`src/rtl/affine_addr_gen_pkg.sv`:
```
// Shared types, default sizes and config-vector slice helpers for the
// affine address generator.
package affine_addr_gen_pkg;

    // Default geometry of the generator.
    localparam int unsigned ADDR_W_DEF = 32;
    localparam int unsigned CNT_W_DEF  = 16;
    localparam int unsigned NDIM_DEF   = 3;

    // Upper bounds the slice helpers are sized for.
    localparam int unsigned NDIM_MAX    = 8;
    localparam int unsigned SLICE_MAX_W = 64;
    localparam int unsigned VEC_MAX_W   = NDIM_MAX * SLICE_MAX_W;

    // Controller states.
    typedef enum logic [1:0] {
        IDLE = 2'd0,
        RUN  = 2'd1,
        DONE = 2'd2
    } state_t;

    // Extract slice d of width w from a zero-padded packed config vector.
    function automatic logic [SLICE_MAX_W-1:0] slice_of(
        input logic [VEC_MAX_W-1:0] vec,
        input int unsigned          d,
        input int unsigned          w
    );
        logic [VEC_MAX_W-1:0]   shifted;
        logic [SLICE_MAX_W-1:0] mask;
        shifted = vec >> (d * w);
        if (w >= SLICE_MAX_W) begin
            mask = '1;
        end else begin
            mask = (64'd1 << w) - 64'd1;
        end
        return shifted[SLICE_MAX_W-1:0] & mask;
    endfunction

    // Per-dimension extent from the packed extent vector.
    function automatic logic [SLICE_MAX_W-1:0] extent_of(
        input logic [VEC_MAX_W-1:0] vec,
        input int unsigned          d,
        input int unsigned          w
    );
        return slice_of(vec, d, w);
    endfunction

    // Per-dimension stride from the packed stride vector.
    function automatic logic [SLICE_MAX_W-1:0] stride_of(
        input logic [VEC_MAX_W-1:0] vec,
        input int unsigned          d,
        input int unsigned          w
    );
        return slice_of(vec, d, w);
    endfunction

endpackage

```
`src/rtl/addr_dim_counter.sv`:
```
// One loop dimension: index counter, latched extent/stride and running
// offset (idx * stride, kept incrementally). offset is the value this
// dimension contributes to the address presented after the current edge.
module addr_dim_counter
    import affine_addr_gen_pkg::*;
#(
    parameter int unsigned ADDR_W = ADDR_W_DEF,
    parameter int unsigned CNT_W  = CNT_W_DEF
) (
    input  logic              clk,
    input  logic              rst_n,
    input  logic              load,
    input  logic              clear,
    input  logic              step_in,
    input  logic [CNT_W-1:0]  cfg_extent,
    input  logic [ADDR_W-1:0] cfg_stride,
    output logic [ADDR_W-1:0] offset,
    output logic              at_last,
    output logic              carry_out
);

    localparam logic [CNT_W-1:0] CNT_ONE = CNT_W'(1'b1);

    logic [CNT_W-1:0]  idx_r;
    logic [CNT_W-1:0]  extent_r;
    logic [ADDR_W-1:0] stride_r;
    logic [ADDR_W-1:0] offset_r;
    logic [CNT_W-1:0]  idx_nxt_s;
    logic [ADDR_W-1:0] offset_nxt_s;
    logic              at_last_s;

    assign at_last_s = (idx_r == (extent_r - CNT_ONE));
    assign at_last   = at_last_s;
    assign carry_out = step_in & at_last_s;
    assign offset    = offset_nxt_s;

    // Next index/offset: clear wins, otherwise step or wrap on carry-in.
    always_comb begin
        idx_nxt_s    = idx_r;
        offset_nxt_s = offset_r;
        if (clear) begin
            idx_nxt_s    = '0;
            offset_nxt_s = '0;
        end else if (step_in) begin
            if (at_last_s) begin
                idx_nxt_s    = '0;
                offset_nxt_s = '0;
            end else begin
                idx_nxt_s    = idx_r + CNT_ONE;
                offset_nxt_s = offset_r + stride_r;
            end
        end else begin
            idx_nxt_s    = idx_r;
            offset_nxt_s = offset_r;
        end
    end

    // Counter state and config latch; a zero extent is latched as one.
    always_ff @(posedge clk or negedge rst_n) begin
        if (!rst_n) begin
            idx_r    <= '0;
            offset_r <= '0;
            extent_r <= '0;
            stride_r <= '0;
        end else begin
            idx_r    <= idx_nxt_s;
            offset_r <= offset_nxt_s;
            if (load) begin
                extent_r <= (cfg_extent == '0) ? CNT_ONE : cfg_extent;
                stride_r <= cfg_stride;
            end else begin
                extent_r <= extent_r;
                stride_r <= stride_r;
            end
        end
    end

endmodule

```
`src/rtl/affine_addr_gen.sv`:
```
// N-dimensional affine address generator: walks NDIM nested loops
// (dimension 0 innermost) and emits addr = base + sum(idx_d * stride_d)
// one beat per accepted valid/ready handshake.
module affine_addr_gen
    import affine_addr_gen_pkg::*;
#(
    parameter int unsigned ADDR_W = ADDR_W_DEF,
    parameter int unsigned CNT_W  = CNT_W_DEF,
    parameter int unsigned NDIM   = NDIM_DEF
) (
    input  logic                     clk,
    input  logic                     rst_n,
    input  logic                     start,
    input  logic                     abort,
    input  logic [ADDR_W-1:0]        cfg_base,
    input  logic [NDIM*CNT_W-1:0]    cfg_extent,
    input  logic [NDIM*ADDR_W-1:0]   cfg_stride,
    output logic                     out_valid,
    input  logic                     out_ready,
    output logic [ADDR_W-1:0]        addr,
    output logic                     busy,
    output logic                     done
);

    state_t            state_r;
    state_t            state_nxt_s;
    logic [ADDR_W-1:0] base_r;
    logic [ADDR_W-1:0] addr_r;
    logic              out_valid_r;
    logic              busy_r;
    logic              done_r;

    logic              fire_s;
    logic              accept_s;
    logic              step_s;
    logic              clear_s;
    logic              last_beat_s;
    logic [NDIM-1:0]   carry_s;
    logic [NDIM-1:0]   carry_out_s;
    logic [NDIM-1:0]   at_last_s;
    logic [ADDR_W-1:0] offset_s [NDIM];
    logic [ADDR_W-1:0] offset_sum_s;
    logic [ADDR_W-1:0] next_addr_s;

    logic [VEC_MAX_W-1:0] extent_pad_s;
    logic [VEC_MAX_W-1:0] stride_pad_s;

    assign out_valid = out_valid_r;
    assign addr      = addr_r;
    assign busy      = busy_r;
    assign done      = done_r;

    assign fire_s   = (state_r == RUN) & out_valid_r & out_ready;
    assign accept_s = (state_r == IDLE) & start & ~abort;
    assign step_s   = fire_s & ~abort;
    assign clear_s  = accept_s | abort;
    // carry_out of every dimension is set only when the whole nest wraps.
    assign last_beat_s = &carry_out_s;

    // Zero-pad the packed config vectors to the slice helpers' width.
    always_comb begin
        extent_pad_s = '0;
        stride_pad_s = '0;
        extent_pad_s[NDIM*CNT_W-1:0]  = cfg_extent;
        stride_pad_s[NDIM*ADDR_W-1:0] = cfg_stride;
    end

    // Ripple carry outward: dimension d steps when all inner ones wrap.
    always_comb begin
        carry_s    = '0;
        carry_s[0] = step_s;
        for (int d = 1; d < NDIM; d++) begin
            carry_s[d] = carry_s[d-1] & at_last_s[d-1];
        end
    end

    generate
        for (genvar g = 0; g < NDIM; g++) begin : g_dim
            addr_dim_counter #(
                .ADDR_W (ADDR_W),
                .CNT_W  (CNT_W)
            ) u_dim (
                .clk        (clk),
                .rst_n      (rst_n),
                .load       (accept_s),
                .clear      (clear_s),
                .step_in    (carry_s[g]),
                .cfg_extent (CNT_W'(extent_of(extent_pad_s, g, CNT_W))),
                .cfg_stride (ADDR_W'(stride_of(stride_pad_s, g, ADDR_W))),
                .offset     (offset_s[g]),
                .at_last    (at_last_s[g]),
                .carry_out  (carry_out_s[g])
            );
        end
    endgenerate

    // Offset adder: base plus every dimension's next offset, modulo 2^ADDR_W.
    always_comb begin
        offset_sum_s = '0;
        for (int d = 0; d < NDIM; d++) begin
            offset_sum_s = offset_sum_s + offset_s[d];
        end
        next_addr_s = base_r + offset_sum_s;
    end

    // Next-state logic; abort overrides every other transition.
    always_comb begin
        state_nxt_s = state_r;
        case (state_r)
            IDLE: begin
                if (accept_s) begin
                    state_nxt_s = RUN;
                end else begin
                    state_nxt_s = IDLE;
                end
            end
            RUN: begin
                if (last_beat_s) begin
                    state_nxt_s = DONE;
                end else begin
                    state_nxt_s = RUN;
                end
            end
            DONE: begin
                state_nxt_s = IDLE;
            end
            default: begin
                state_nxt_s = IDLE;
            end
        endcase
        if (abort) begin
            state_nxt_s = IDLE;
        end else begin
            state_nxt_s = state_nxt_s;
        end
    end

    // State, status flags and base latch.
    always_ff @(posedge clk or negedge rst_n) begin
        if (!rst_n) begin
            state_r <= IDLE;
            busy_r  <= 1'b0;
            done_r  <= 1'b0;
            base_r  <= '0;
        end else begin
            state_r <= state_nxt_s;
            busy_r  <= (state_nxt_s == RUN);
            done_r  <= (state_nxt_s == DONE);
            if (accept_s) begin
                base_r <= cfg_base;
            end else begin
                base_r <= base_r;
            end
        end
    end

    // Output beat registers: hold while stalled, advance on each fire.
    always_ff @(posedge clk or negedge rst_n) begin
        if (!rst_n) begin
            out_valid_r <= 1'b0;
            addr_r      <= '0;
        end else if (abort) begin
            out_valid_r <= 1'b0;
            addr_r      <= addr_r;
        end else if (accept_s) begin
            out_valid_r <= 1'b1;
            addr_r      <= cfg_base;
        end else if (step_s) begin
            out_valid_r <= ~last_beat_s;
            addr_r      <= next_addr_s;
        end else begin
            out_valid_r <= out_valid_r;
            addr_r      <= addr_r;
        end
    end

endmodule
```
`config.mk`:
```
export PLATFORM = sky130hd
export DESIGN_NAME = affine_addr_gen
export DESIGN_NICKNAME = d
export VERILOG_FILES = /design/src/rtl/affine_addr_gen_pkg.sv /design/src/rtl/addr_dim_counter.sv /design/src/rtl/affine_addr_gen.sv
export SDC_FILE = /design/constraint.sdc
export NUM_CORES = 1
export LEC_CHECK = 0
export ABC_CLOCK_PERIOD_IN_PS = 9430
export BUFFER_PORTS_ARGS = -buffer_cell sky130_fd_sc_hd__buf_2
export CAP_MARGIN = 20
export CORE_MARGIN = 8
export CORE_UTILIZATION = 59
export CTS_BUF_LIST = sky130_fd_sc_hd__clkbuf_4 sky130_fd_sc_hd__clkbuf_8
export DETAILED_ROUTE_END_ITERATION = 16
export PLACE_DENSITY = 0.82
export SYNTH_ARGS = -nofsm -noshare
export SYNTH_HDL_FRONTEND = slang
export SYNTH_SLANG_ARGS = --single-unit
```
`constraint.sdc`:
```
create_clock -name clk -period 9.43 [get_ports clk]
set_input_delay 0.4715 -clock clk [delete_from_list [all_inputs] [get_ports clk]]
set_output_delay 0.4715 -clock clk [all_outputs]
set_load 0.1 [all_outputs]
```
## After elaboration in Yosys (flattened, before gate mapping)

Index checks and enable logic that the tools add are counted.
Widths: inputs -> output; s select.

| storage, ports and cells | value |
|---|---|
| register bits | 357 |
| input port bits | 181 |
| output and inout port bits | 35 |
| logic and storage cells | 88 |

| cells by class | value |
|---|---|
| add/subtract/negate cells | 12 |
| equality and inequality tests | 6 |
| mux-type cells | 30 |
| bitwise logic cells | 11 |
| reduce and logical (&&, ||, !) cells | 11 |

Operator list:

| operator | number |
|---|---|
| $mux 32 | 11 |
| $add 32x32->32 | 6 |
| $mux 16 | 12 |
| $add 16x1->16 const B | 3 |
| $eq 16x16->1 | 3 |
| $logic_not 16->1 | 3 |
| $sub 16x1->16 const B | 3 |
| $and 1x1->1 | 8 |
| $reduce_bool 2->1 | 4 |
| $eq 2x1->1 const B | 2 |
| $mux 1 | 4 |
| $mux 2 | 2 |
| $pmux 2 s2 | 1 |
| $reduce_and 3->1 | 1 |
| $reduce_bool 3->1 | 1 |
| $eq 2x2->1 const B | 1 |
| $logic_not 2->1 | 1 |
| $not 1->1 | 2 |
| $reduce_and 2->1 | 1 |
| $or 1x1->1 | 1 |

## Depth between registers and ports, before layout

Gate-level depths: netlist of run 1.

| logic depth | value |
|---|---|
| depth after elaboration | 12 |
| mapped depth | 34 |
| depth with buffers taken out | 32 |

## Cells and area by module

Synthesis of run 1 repeated with hierarchy kept, for this count alone.

| unflattened totals | value |
|---|---|
| cells, all modules | 2514 |
| area, all modules | 24199.5 um^2 |

By module, submodules not included:

| module | instances | cells each | area each (um^2) | sequential area each (um^2) |
|---|---|---|---|---|
| affine_addr_gen | 1 | 751 | 6503.7 | 1726.7 |
| addr_dim_counter (g_dim[0].u_dim) | 1 | 584 | 5938.2 | 2402.3 |
| addr_dim_counter (g_dim[2].u_dim) | 1 | 586 | 5923.2 | 2402.3 |
| addr_dim_counter (g_dim[1].u_dim) | 1 | 593 | 5834.3 | 2402.3 |

## Worst setup path before layout of run 1

OpenSTA, ideal clock, no wires.

| timing path | value |
|---|---|
| kind | register to register |
| start point | register g_dim[0].u_dim.extent_r[0] |
| end point | register addr_r[30] (netlist: addr[30]) |
| setup time | 0.136 ns |
| data arrival time | 6.964 ns |
| setup slack | 2.330 ns |
| cell stages (with the launch flop) | 30 |
| path buffers | 1 |
| cell sequence | dfrtp_1 inv_1 ha_1 nor3b_1 nand2_1 or3_1 xnor2_1 or2_2 nor4_4 nor2_1 clkbuf_1 a22oi_1 fa_1 fa_1 inv_1 ha_1 a21o_1 a21oi_1 o21ai_0 a21o_1 a21oi_1 o21ai_0 a21oi_1 nor3_1 o21a_1 and4_1 a2111oi_0 a21oi_1 xnor2_1 o21ai_0 |

| between the ends | value |
|---|---|
| longest elaborated chain between the ends | 10 |
| elaborated cells between the ends (all ways) | 16 |
| those cells by class | 4 x add/sub; 1 x eq/ne; 9 x mux; 2 x bitwise |

Ends and longest elaborated chain:

| element | RTL line | source |
|---|---|---|
| start, declared | addr_dim_counter.sv:25 | `logic [CNT_W-1:0] extent_r;` |
| start signal, assigned | addr_dim_counter.sv:69 | `extent_r <= (cfg_extent == '0) ? CNT_ONE : cfg_extent;` |
| start signal, assigned | addr_dim_counter.sv:72 | `extent_r <= extent_r;` |
| $sub 16x1->16 (*) | addr_dim_counter.sv:32 | `assign at_last_s = (idx_r == (extent_r - CNT_ONE));` |
| $eq 16x16->1 (*) | addr_dim_counter.sv:32 |  |
| $mux 32 or $and 1x1->1 (tied branches) | addr_dim_counter.sv:45, affine_addr_gen.sv:73 |  |
| $mux 32 or $and 1x1->1 (tied branches) | addr_dim_counter.sv:44, affine_addr_gen.sv:73 |  |
| $mux 32, on equally long branches | addr_dim_counter.sv:41, addr_dim_counter.sv:44 |  |
| $add 32x32->32 or $mux 32 (tied branches) | affine_addr_gen.sv:101, addr_dim_counter.sv:41 |  |
| $add 32x32->32 (*) | affine_addr_gen.sv:101 | `offset_sum_s = offset_sum_s + offset_s[d];` |
| $add 32x32->32 (*) | affine_addr_gen.sv:103 | `next_addr_s = base_r + offset_sum_s;` |
| $mux 32 (*) | affine_addr_gen.sv:168 | `end else if (step_s) begin` |
| $mux 32 (*) | affine_addr_gen.sv:165 | `end else if (accept_s) begin` |
| end signal, assigned | affine_addr_gen.sv:164 | `addr_r <= addr_r;` |
| end signal, assigned | affine_addr_gen.sv:167 | `addr_r <= cfg_base;` |
| end signal, assigned | affine_addr_gen.sv:170 | `addr_r <= next_addr_s;` |
| end, declared | affine_addr_gen.sv:28 | `logic [ADDR_W-1:0] addr_r;` |

Mark *: on every way between the ends. The rest lies on a longest branch, timed or not. The select of a mux whose other input is x is not followed.
A chain may end at the register's enable or synchronous reset.

## Worst setup path after layout of run 1

Same ends and word-level chain as after synthesis.

==> run_results.csv, run 1 <==
group,metric,value,unit
placement,port_buffers,215,
floorplan,dieArea,45600,sq um
logic_synthesis,synth.distinct_cells,76,
worst_setup_path,ff2ff_path_depth,29,
placement,routabilityCongestion,0.927,
logic_synthesis,yosysWarningCount,0,
sta,final.setup.tns,0,ns
layout,layout_common_cells,"541 x nand2_1, 357 x dfrtp_1, 214 x buf_2, 212 x inv_1, 175 x o21ai_0",
sta,finalSetupViolCount,0,
layout,layout_commonest_cell,"nand2_1",
pwr,p_per_area,163,nW/um^2
logic_synthesis,synthMuxAreaShare,0.00581,
logic_synthesis,synth_nets,3018,
pwr,peakVddDrop,0.137,mV
floorplan,ioPinCount,216,
sta,final-hold-violation-count,0,
worst_hold_path,hold_path_class,"in -> reg",
sta,period_needed,8.64,ns
logic_synthesis,synthSimpleGateAreaFrac,0.188,
run_status,status,"completed",
clock_network,clk_path_buf_depth,3,
logic_synthesis,synthTopCellsByArea,"dfrtp_1 39%, nand2_1 8.8%, ha_1 7.1%, fa_1 5.6%, xnor2_1 4.6%",
global_routing,grt_pass1_wl,107,mm
global_routing,grt_pass1_vias,21188,
global_routing,antenna_found_initial,0,
worst_setup_path,crit_type,"reg -> reg",
layout,multi_input_area,13000,sq um
worst_hold_path,min_from,"cfg_stride[72]",
routing,route.detailed.drc,0,
layout,area_growth,17.0,%
logic_synthesis,ys_ff_latch,357,
worst_setup_path,rr_endpoint,"addr[30]$_DFFE_PN0P_",
pwr,power,0.00440,W
logic_synthesis,synth_xor_area_frac,0.0725,
logic_synthesis,yosysSeqAreaShare,0.388,
worst_hold_path,min_path_cells,3,
sta,fin_skew,0.0325,ns
worst_setup_path,worstPathArrival,9.15,ns
pwr,p_leak,14.0,nW
worst_setup_path,required,9.94,ns
logic_synthesis,netlist_area,23000,sq um
placement,hpwl,49.0,mm
layout,fillerInstances,3036,
sta,drv_slew,0,
flow_run,drv_cap,0,
routing,wl_per_cell,19.1,um
routing,wl,67.0,mm
routing,dr.first_iter.drc_count,1703,
logic_synthesis,synthArstFlopShare,1.00,
clock_network,cts.sinks,357,
floorplan,core,38600,sq um
routing,drtAntennaViolNets,0,
worst_setup_path,slowest_delay,0.71,ns
logic_synthesis,syn_inst,2642,
logic_synthesis,synth-adder-area-share,0.127,
logic_synthesis,syn_avg_cell_area,8.72,sq um
logic_synthesis,synth.largest_area_cell,"dfrtp_1",
routing,drt_pass1_iterations,7,
worst_setup_path,cp_max_fo,11,
clock_network,clkTransAtPathRegs,0.06,ns
layout,n_antenna_cell,0,
worst_setup_path,r2r_start,"g_dim[0].u_dim.extent_r[0]$_DFFE_PN0P_",
logic_synthesis,synth_top_family_by_area,"simple AND/OR/NAND/NOR gates",
floorplan,fp-row-count,72,
logic_synthesis,synth_compound_area_frac,0.169,
logic_synthesis,synth_edf_count,0,
worst_setup_path,rrSetupSlack,0.79,ns
clock_network,numCtsBuffers,60,
worst_setup_path,critPathCaptureType,"flop",
clock_network,cts-root-buf,"clkbuf_8",
clock_network,clk_latency,0.69,ns
routing,vias,20533,
layout,regArea,8930,sq um
global_routing,grt_overflow,0,
worst_hold_path,hold_end,"g_dim[2].u_dim.stride_r[8]$_DFFE_PN0P_",
layout,final_nets,3326,
logic_synthesis,synth_top_area_frac,0.388,
global_routing,grt_use_total,0.295,
global_routing,grt_max_degree,240,
logic_synthesis,synthFlopType,"dfrtp_1",
sta,rsz0062_at_grt,"no",
sta,fmax,116,MHz
sta,finalCritPeriodShare,0.916,
sta,slew-limit-headroom,0.348,
floorplan,die_y,214,um
worst_setup_path,crit_path_frequent_cell,"a21oi_1",
floorplan,die_x,214,um
worst_setup_path,critical_path.slowest_cell,"nor4_4",
clock_network,tritoncts,"built",
sta,worstMarginPinSlew,0.977,ns
routing,viasPerCell,5.85,
layout,drive_gt1_frac,0.125,
worst_setup_path,start_kind,"flop",
floorplan,initial_utilization,0.597,
clock_network,ctsResizeCount,0,
clock_network,ctsHtreeMaxLevel,2,
[registers in the layout, indices dropped and copies added, names as in the netlist]
name and cells:
state_r 2, out_valid 1, g_dim.u_dim.idx_r 48, g_dim.u_dim.offset_r 96, busy 1, base_r 32
addr 32, g_dim.u_dim.stride_r 96, g_dim.u_dim.extent_r 48, done 1
[synth_stat cells (all sizes together), types with 23 or more instances]
cell type  instances
or3               23
o21ai            177
inv              212
ha               130
and3              28
nor2             148
dfrtp            357
a22oi             77
nand2            541
xor2              66
xnor2            123
nor3              39
nand3             43
a21oi            160
fa                65
a21o              55
clkbuf            82
[routing by layer]
metal	routed length (um)	vias up	part of all wire	track usage
met5	0	-	0	0
met4	3970	0	0.059	0.160
met3	3930	223	0.059	0.0462
met2	32200	738	0.48	0.491
met1	26900	9912	0.40	0.368
li1	-	9660	-	-
[cell type report]
cell class / instances / share of cell area
Sequential cell: 357 / 0.332
Inverter: 212 / 0.0295
Timing Repair Buffer: 338 / 0.0855
Clock buffer: 93 / 0.0433
Clock inverter: 11 / 0.00399
Tap cell: 518 / 0.0241
Multi-Input combinational cell: 1981 / 0.482
[stage by stage]
stage               instance area [sq um]  hold WS (ns)  instances  worst slack [ns]  utilization
floorplan                           23000         0.176       2642              2.33            -
CTS                                 26900      0.000868       3508              1.01        0.698
finish                              26900        0.0126       3510             0.789        0.699
global placement                    24600         0.467       3300              1.24        0.638
detailed placement                  24600         0.470       3300              1.07        0.638
global route                        26900      0.000941       3510             0.227        0.699
[worst max-delay path, delay by kind of cell (launching register included)]
family,cells,cell delay [ns]
buf+inv,3,0.44
mux,2,0.35
flops,1,0.42
simple gates,8,3.06
fa+ha+maj,3,1.16
compound gates,12,2.87
xor+xnor,1,0.17
[worst max path at each step]
| stage | from | endpoint |
|---|---|---|
| after detailed placement | g_dim[0].u_dim.extent_r[0]$_DFFE_PN0P_ | addr[30]$_DFFE_PN0P_ |
| after floorplan | g_dim[0].u_dim.extent_r[0]$_DFFE_PN0P_ | addr[30]$_DFFE_PN0P_ |
| after CTS | g_dim[0].u_dim.extent_r[0]$_DFFE_PN0P_ | addr[30]$_DFFE_PN0P_ |
| after global placement | g_dim[0].u_dim.extent_r[0]$_DFFE_PN0P_ | addr[30]$_DFFE_PN0P_ |
| after global routing | g_dim[0].u_dim.extent_r[0]$_DFFE_PN0P_ | addr[30]$_DFFE_PN0P_ |
| final | g_dim[0].u_dim.extent_r[0]$_DFFE_PN0P_ | addr[30]$_DFFE_PN0P_ |
[cell families (layout without fill, tap and decap cells)]
family,Yosys count,in the layout
and+or+nand+nor,965,965
AOI/OAI and AO/OA,619,619
DFF,357,357
buffers and inverters,304,654
adders and majority gates,195,195
xor gates and xnor gates,189,189
muxes,13,13
[power breakdown]
part           internal (W)  leakage, nW  total, W  switching [W]
combinational      0.000372         8.70   0.00108       0.000712
sequential          0.00168         4.65   0.00183       0.000142
clock              0.000835        0.682   0.00149       0.000658
total               0.00289         14.0   0.00440        0.00151
[timing repair]
item                      CTS  global route
buffers inserted            0             0
hold buffers              104             1
hold endpoints to repair  200             1
Note: power is estimated with default switching activity, not from simulation.
==> run 2, diff against run 1 <==
--- a/config.mk
+++ b/config.mk
@@ -8,6 +8,7 @@
 export ABC_CLOCK_PERIOD_IN_PS = 9430
 export BUFFER_PORTS_ARGS = -buffer_cell sky130_fd_sc_hd__buf_2
 export CAP_MARGIN = 20
+export CORE_ASPECT_RATIO = 0.8
 export CORE_MARGIN = 8
 export CORE_UTILIZATION = 59
 export CTS_BUF_LIST = sky130_fd_sc_hd__clkbuf_4 sky130_fd_sc_hd__clkbuf_8
==> run_results.csv, run 2 (synthesized netlist as in run 1, its figures left out) <==
group,metric,value,unit
sta,slew-limit-headroom,0.308,
pwr,peakVddDrop,0.177,mV
floorplan,initial_utilization,0.601,
global_routing,grt_pass1_wl,104,mm
placement,routabilityCongestion,0.952,
floorplan,core,38400,sq um
sta,worstMarginPinSlew,1.04,ns
worst_setup_path,worstPathArrival,8.94,ns
sta,fin_skew,0.0344,ns
layout,largestRegisters,"g_dim.u_dim.offset_r: 96 flops, g_dim.u_dim.stride_r: 96 flops",
pwr,p_leak,13.8,nW
clock_network,clkTransAtPathRegs,0.07,ns
clock_network,clk_latency,0.65,ns
pwr,seqPwrFrac,0.422,
worst_setup_path,slowest_delay,0.65,ns
layout,layout_common_cells,"541 x nand2_1, 357 x dfrtp_1, 214 x buf_2, 212 x inv_1, 175 x o21ai_0",
placement,hpwl,48.0,mm
routing,wl_per_cell,18.8,um
routing,viasPerCell,5.89,
worst_setup_path,crit_type,"reg -> reg",
worst_setup_path,required,9.91,ns
layout,final_nets,3272,
worst_setup_path,critPathCaptureType,"flop",
worst_setup_path,cp_max_fo,11,
layout,n_antenna_cell,0,
clock_network,cts.sinks,357,
sta,final.setup.tns,0,ns
worst_setup_path,cp.depth,29,
flow_run,drv_cap,0,
sta,drv_slew,0,
clock_network,cts-root-buf,"clkbuf_8",
floorplan,ioPinCount,216,
run_status,status,"completed",
global_routing,antenna_found_initial,0,
pwr,p_per_area,164,nW/um^2
pwr,internal_power,0.00284,W
floorplan,die_x,237,um
worst_setup_path,start_kind,"flop",
clock_network,ctsResizeCount,0,
worst_setup_path,rrSetupSlack,0.97,ns
routing,wl,64.5,mm
layout,final_util,0.687,
layout,area_growth,14.4,%
sta,period_needed,8.46,ns
layout,layout_commonest_cell,"nand2_1",
worst_setup_path,crit_path_frequent_cell,"a21oi_1",
global_routing,grt_use_total,0.279,
floorplan,fp-row-count,64,
global_routing,grt_pass1_vias,20250,
routing,drtAntennaViolNets,0,
worst_setup_path,ff2ff_path_depth,29,
worst_setup_path,path_delay_family,"simple AND/OR/NAND/NOR gates",
sta,finalSetupViolCount,0,
sta,finalCritPeriodShare,0.898,
routing,drt_pass1_iterations,8,
pwr,power_switching,0.00149,W
clock_network,ctsHtreeMaxLevel,2,
pwr,power_switching_share,0.345,
worst_setup_path,critPathBufInv,3,
floorplan,die_y,193,um
sta,final-hold-violation-count,0,
global_routing,grt_overflow,0,
routing,vias,20206,
layout,drive_gt1_frac,0.125,
clock_network,clk_path_buf_depth,3,
clock_network,numCtsBuffers,57,
worst_hold_path,min_path_cells,3,
clock_network,cts_setup_buffers,0,
worst_setup_path,critical_path.slowest_cell,"a2111oi_0",
floorplan,dieArea,45700,sq um
routing,route.detailed.drc,0,
global_routing,grt_max_degree,218,
clock_network,hold_buffers,56,
sta,rsz0062_at_grt,"no",
placement,port_buffers,215,
worst_hold_path,hold_path_class,"in -> reg",
clock_network,tritoncts,"built",
routing,dr.first_iter.drc_count,1657,
pwr,p_clk_frac,0.333,
sta,fmax,118,MHz
pwr,p_comb_frac,0.245,
[run 2: metrics by stage]
stage | hold WS (ns) | std cells | cell area (sq um) | setup WS, ns | total power, W
after floorplan | 0.176 | 2642 | 23000 | 2.33 | 0.00258
after global placement | 0.470 | 3276 | 24600 | 1.33 | 0.00285
after CTS | 0.000102 | 3432 | 26400 | 1.07 | 0.00435
final | 0.0399 | 3432 | 26400 | 0.965 | 0.00433
after detailed placement | 0.467 | 3276 | 24600 | 1.15 | 0.00288
after global routing | 0.0161 | 3432 | 26400 | 0.363 | 0.00454
[run 2: power by group through the flow]
stage | clock network (W) | registers, W | logic (W)
after detailed placement | 0 | 0.00185 | 0.00104
final | 0.00144 | 0.00182 | 0.00106
after global placement | 0 | 0.00184 | 0.00101
after floorplan | 0 | 0.00198 | 0.000594
after CTS | 0.00146 | 0.00182 | 0.00106
after global routing | 0.00153 | 0.00184 | 0.00117
[run 2: worst register-to-register path, delay by kind of cell, from the launching register on]
family,cells,cell delay [ns]
adder cells (fa/ha/maj),3,1.14
AO/OA/AOI/OAI,12,2.85
flip-flops,1,0.42
AND/OR/NAND/NOR,9,3.18
XOR/XNOR,2,0.29
buffers and inverters,3,0.43
[run 2: path summary, 6_finish.rpt]
path | startpoint | end
min | cfg_stride[59] | g_dim[1].u_dim.stride_r[27]$_DFFE_PN0P_
min in group asynchronous | rst_n | g_dim[2].u_dim.extent_r[12]$_DFFE_PN0P_
max | g_dim[0].u_dim.extent_r[0]$_DFFE_PN0P_ | addr[30]$_DFFE_PN0P_
max reg2reg | g_dim[0].u_dim.extent_r[0]$_DFFE_PN0P_ | addr[30]$_DFFE_PN0P_
max in group asynchronous | rst_n | g_dim[1].u_dim.stride_r[3]$_DFFE_PN0P_
min reg2reg | g_dim[2].u_dim.stride_r[14]$_DFFE_PN0P_ | g_dim[2].u_dim.stride_r[14]$_DFFE_PN0P_
[run 2: final cells by class]
| cell class | count | area (sq um) |
|---|---|---|
| multi-input cells | 1981 | 13000 |
| fillers | 3038 | 12000 |
| flip-flops and latches | 357 | 8930 |
| repair buffers | 287 | 1790 |
| clock buffers | 85 | 1090 |
| inverters | 212 | 796 |
| well taps | 495 | 619 |
| clock inverters | 15 | 130 |
[run 2: per-layer routing]
layer	GRT usage	wire (um)	up-vias
met1	0.369	27900	9862
met2	0.460	30100	671
li1	-	-	9538
met3	0.0430	3990	135
met5	0	0	-
met4	0.113	2500	0
==> run 3, diff against run 2 <==
--- a/config.mk
+++ b/config.mk
@@ -10,10 +10,10 @@
 export CAP_MARGIN = 20
 export CORE_ASPECT_RATIO = 0.8
 export CORE_MARGIN = 8
-export CORE_UTILIZATION = 59
+export CORE_UTILIZATION = 54
 export CTS_BUF_LIST = sky130_fd_sc_hd__clkbuf_4 sky130_fd_sc_hd__clkbuf_8
 export DETAILED_ROUTE_END_ITERATION = 16
-export PLACE_DENSITY = 0.82
+export PLACE_DENSITY = 0.77
 export SYNTH_ARGS = -nofsm -noshare
 export SYNTH_HDL_FRONTEND = slang
 export SYNTH_SLANG_ARGS = --single-unit
==> run_results.csv, run 3 (synthesized netlist as in run 1, its figures left out) <==
group,metric,value,unit
routing,top_layer,"met4",
sta,drv_slew,0,
clock_network,cts_setup_buffers,0,
worst_setup_path,critPathLaunch,"g_dim[0].u_dim.extent_r[0]$_DFFE_PN0P_",
layout,n_antenna_cell,0,
sta,finalCritPeriodShare,0.885,
routing,wl_met2,31.0,mm
pwr,p_leak,14.1,nW
clock_network,clk_path_buf_depth,3,
routing,wl_met1,28.6,mm
pwr,power_switching,0.00151,W
worst_setup_path,critPathCaptureType,"flop",
worst_setup_path,ff2ff_path_depth,31,
worst_setup_path,critical_path.slowest_cell,"nor4_4",
routing,drtAntennaViolNets,0,
worst_setup_path,path_delay_family,"simple AND/OR/NAND/NOR gates",
sta,worstMarginPinSlew,0.989,ns
worst_hold_path,min_from,"cfg_extent[40]",
pwr,p_comb_frac,0.243,
sta,final.setup.tns,0,ns
layout,final_nets,3340,
pwr,power_switching_share,0.338,
routing,route.detailed.drc,0,
worst_hold_path,hold_path_class,"in -> reg",
clock_network,clk_latency,0.67,ns
sta,slew-limit-headroom,0.341,
routing,dr_wl_met3,4.18,mm
run_status,status,"completed",
floorplan,die_y,201,um
clock_network,hold_buffers,119,
layout,layout_commonest_cell,"nand2_1",
sta,holdWs,0.0466,ns
layout,largestRegisters,"g_dim.u_dim.offset_r: 96 flops, g_dim.u_dim.stride_r: 96 flops",
pwr,seqPwrFrac,0.408,
clock_network,tritoncts,"built",
global_routing,grt_max_degree,158,
clock_network,numCtsBuffers,58,
global_routing,grt_overflow,0,
routing,viasPerCell,5.69,
layout,drive_gt1_frac,0.124,
layout,layout_common_cells,"541 x nand2_1, 357 x dfrtp_1, 214 x buf_2, 212 x inv_1, 175 x o21ai_0",
routing,wl_per_cell,18.7,um
worst_setup_path,cp.depth,31,
sta,fin_skew,0.0238,ns
worst_setup_path,endpoint,"addr[31]$_DFFE_PN0P_",
layout,fillerInstances,3431,
pwr,p_clk_frac,0.349,
flow_run,drv_cap,0,
worst_setup_path,cp_max_fo,11,
worst_setup_path,required,9.94,ns
sta,finalSetupViolCount,0,
global_routing,grt_use_total,0.265,
sta,final-hold-violation-count,0,
worst_setup_path,rr_endpoint,"addr[31]$_DFFE_PN0P_",
routing,drt_pass1_iterations,6,
placement,hpwl,49.0,mm
floorplan,fp-row-count,67,
layout,area_growth,18.0,%
worst_setup_path,worstPathArrival,8.86,ns
placement,port_buffers,215,
routing,dr.first_iter.drc_count,1512,
pwr,peakVddDrop,0.188,mV
clock_network,cts.sinks,357,
clock_network,ctsResizeCount,0,
worst_setup_path,rrSetupSlack,1.08,ns
global_routing,grt_pass1_vias,20719,
pwr,internal_power,0.00296,W
floorplan,dieArea,49600,sq um
floorplan,ioPinCount,216,
global_routing,antenna_found_initial,0,
pwr,power,0.00447,W
layout,fin_cells,3559,
sta,period_needed,8.35,ns
clock_network,cts-root-buf,"clkbuf_8",
worst_setup_path,critPathBufInv,4,
worst_setup_path,start_kind,"flop",
floorplan,initial_utilization,0.549,
worst_setup_path,r2r_start,"g_dim[0].u_dim.extent_r[0]$_DFFE_PN0P_",
floorplan,die_x,247,um
routing,wl,66.5,mm
clock_network,clkTransAtPathRegs,0.06,ns
global_routing,grt_pass1_wl,107,mm
floorplan,core,42000,sq um
worst_setup_path,crit_path_frequent_cell,"inv_1",
sta,fmax,120,MHz
worst_setup_path,crit_type,"reg -> reg",
placement,routabilityCongestion,0.926,
sta,rsz0062_at_grt,"no",
worst_setup_path,slowest_delay,0.60,ns
clock_network,ctsHtreeMaxLevel,2,
routing,vias,20239,
placement,placedCellCount,3336,
pwr,p_per_area,165,nW/um^2
run 3: cell type report:
type | instances | area [sq um] | share of cell area
Multi-Input combinational cell | 1981 | 13000 | 0.478
Sequential cell | 357 | 8930 | 0.329
Timing Repair Buffer | 354 | 2460 | 0.0905
Clock buffer | 84 | 1040 | 0.0384
Inverter | 212 | 796 | 0.0293
Tap cell | 552 | 691 | 0.0254
Clock inverter | 19 | 275 | 0.0101
run 3: metrics by stage:
stage / setup slack, ns / util / instance area, sq um
6_report: 1.08 / 0.647 / 27200
5_1_grt: 0.387 / 0.647 / 27200
4_1_cts: 1.15 / 0.647 / 27200
3_5_place_dp: 1.20 / 0.587 / 24600
3_3_place_gp: 1.30 / 0.587 / 24600
2_1_floorplan: 2.33 / - / 23000
run 3: tightest hold or removal path, stage by stage:
cell and delay [ns]:
buf_2 0.09, nand2_1 0.05, o21ai_0 0.06
run 3: worst min-delay path by stage:
stage / depth (start not counted) / slack, ns / endpoint
after detailed placement: 2 / 0.47 / g_dim[0].u_dim.stride_r[23]$_DFFE_PN0P_
after floorplan: 0 / 0.18 / addr[0]$_DFFE_PN0P_
after global placement: 2 / 0.47 / g_dim[0].u_dim.stride_r[23]$_DFFE_PN0P_
final: 3 / 0.05 / g_dim[2].u_dim.extent_r[8]$_DFFE_PN0P_
after CTS: 3 / 0.0007 / base_r[9]$_DFFE_PN0P_
after global routing: 3 / 0.03 / g_dim[1].u_dim.stride_r[2]$_DFFE_PN0P_
run 3: power by group through the flow:
stage | logic (W) | clock network (W) | registers (W)
floorplan | 0.000594 | 0 | 0.00198
global route | 0.00120 | 0.00166 | 0.00184
finish | 0.00109 | 0.00156 | 0.00182
global placement | 0.00101 | 0 | 0.00184
CTS | 0.00108 | 0.00159 | 0.00182
detailed placement | 0.00104 | 0 | 0.00185
run 3: metal layers:
| layer | vias to the layer above | GRT usage |
|---|---|---|
| met1 | 9769 | 0.351 |
| met3 | 143 | 0.0420 |
| met5 | - | 0 |
| li1 | 9685 | - |
| met4 | 0 | 0.108 |
| met2 | 642 | 0.429 |
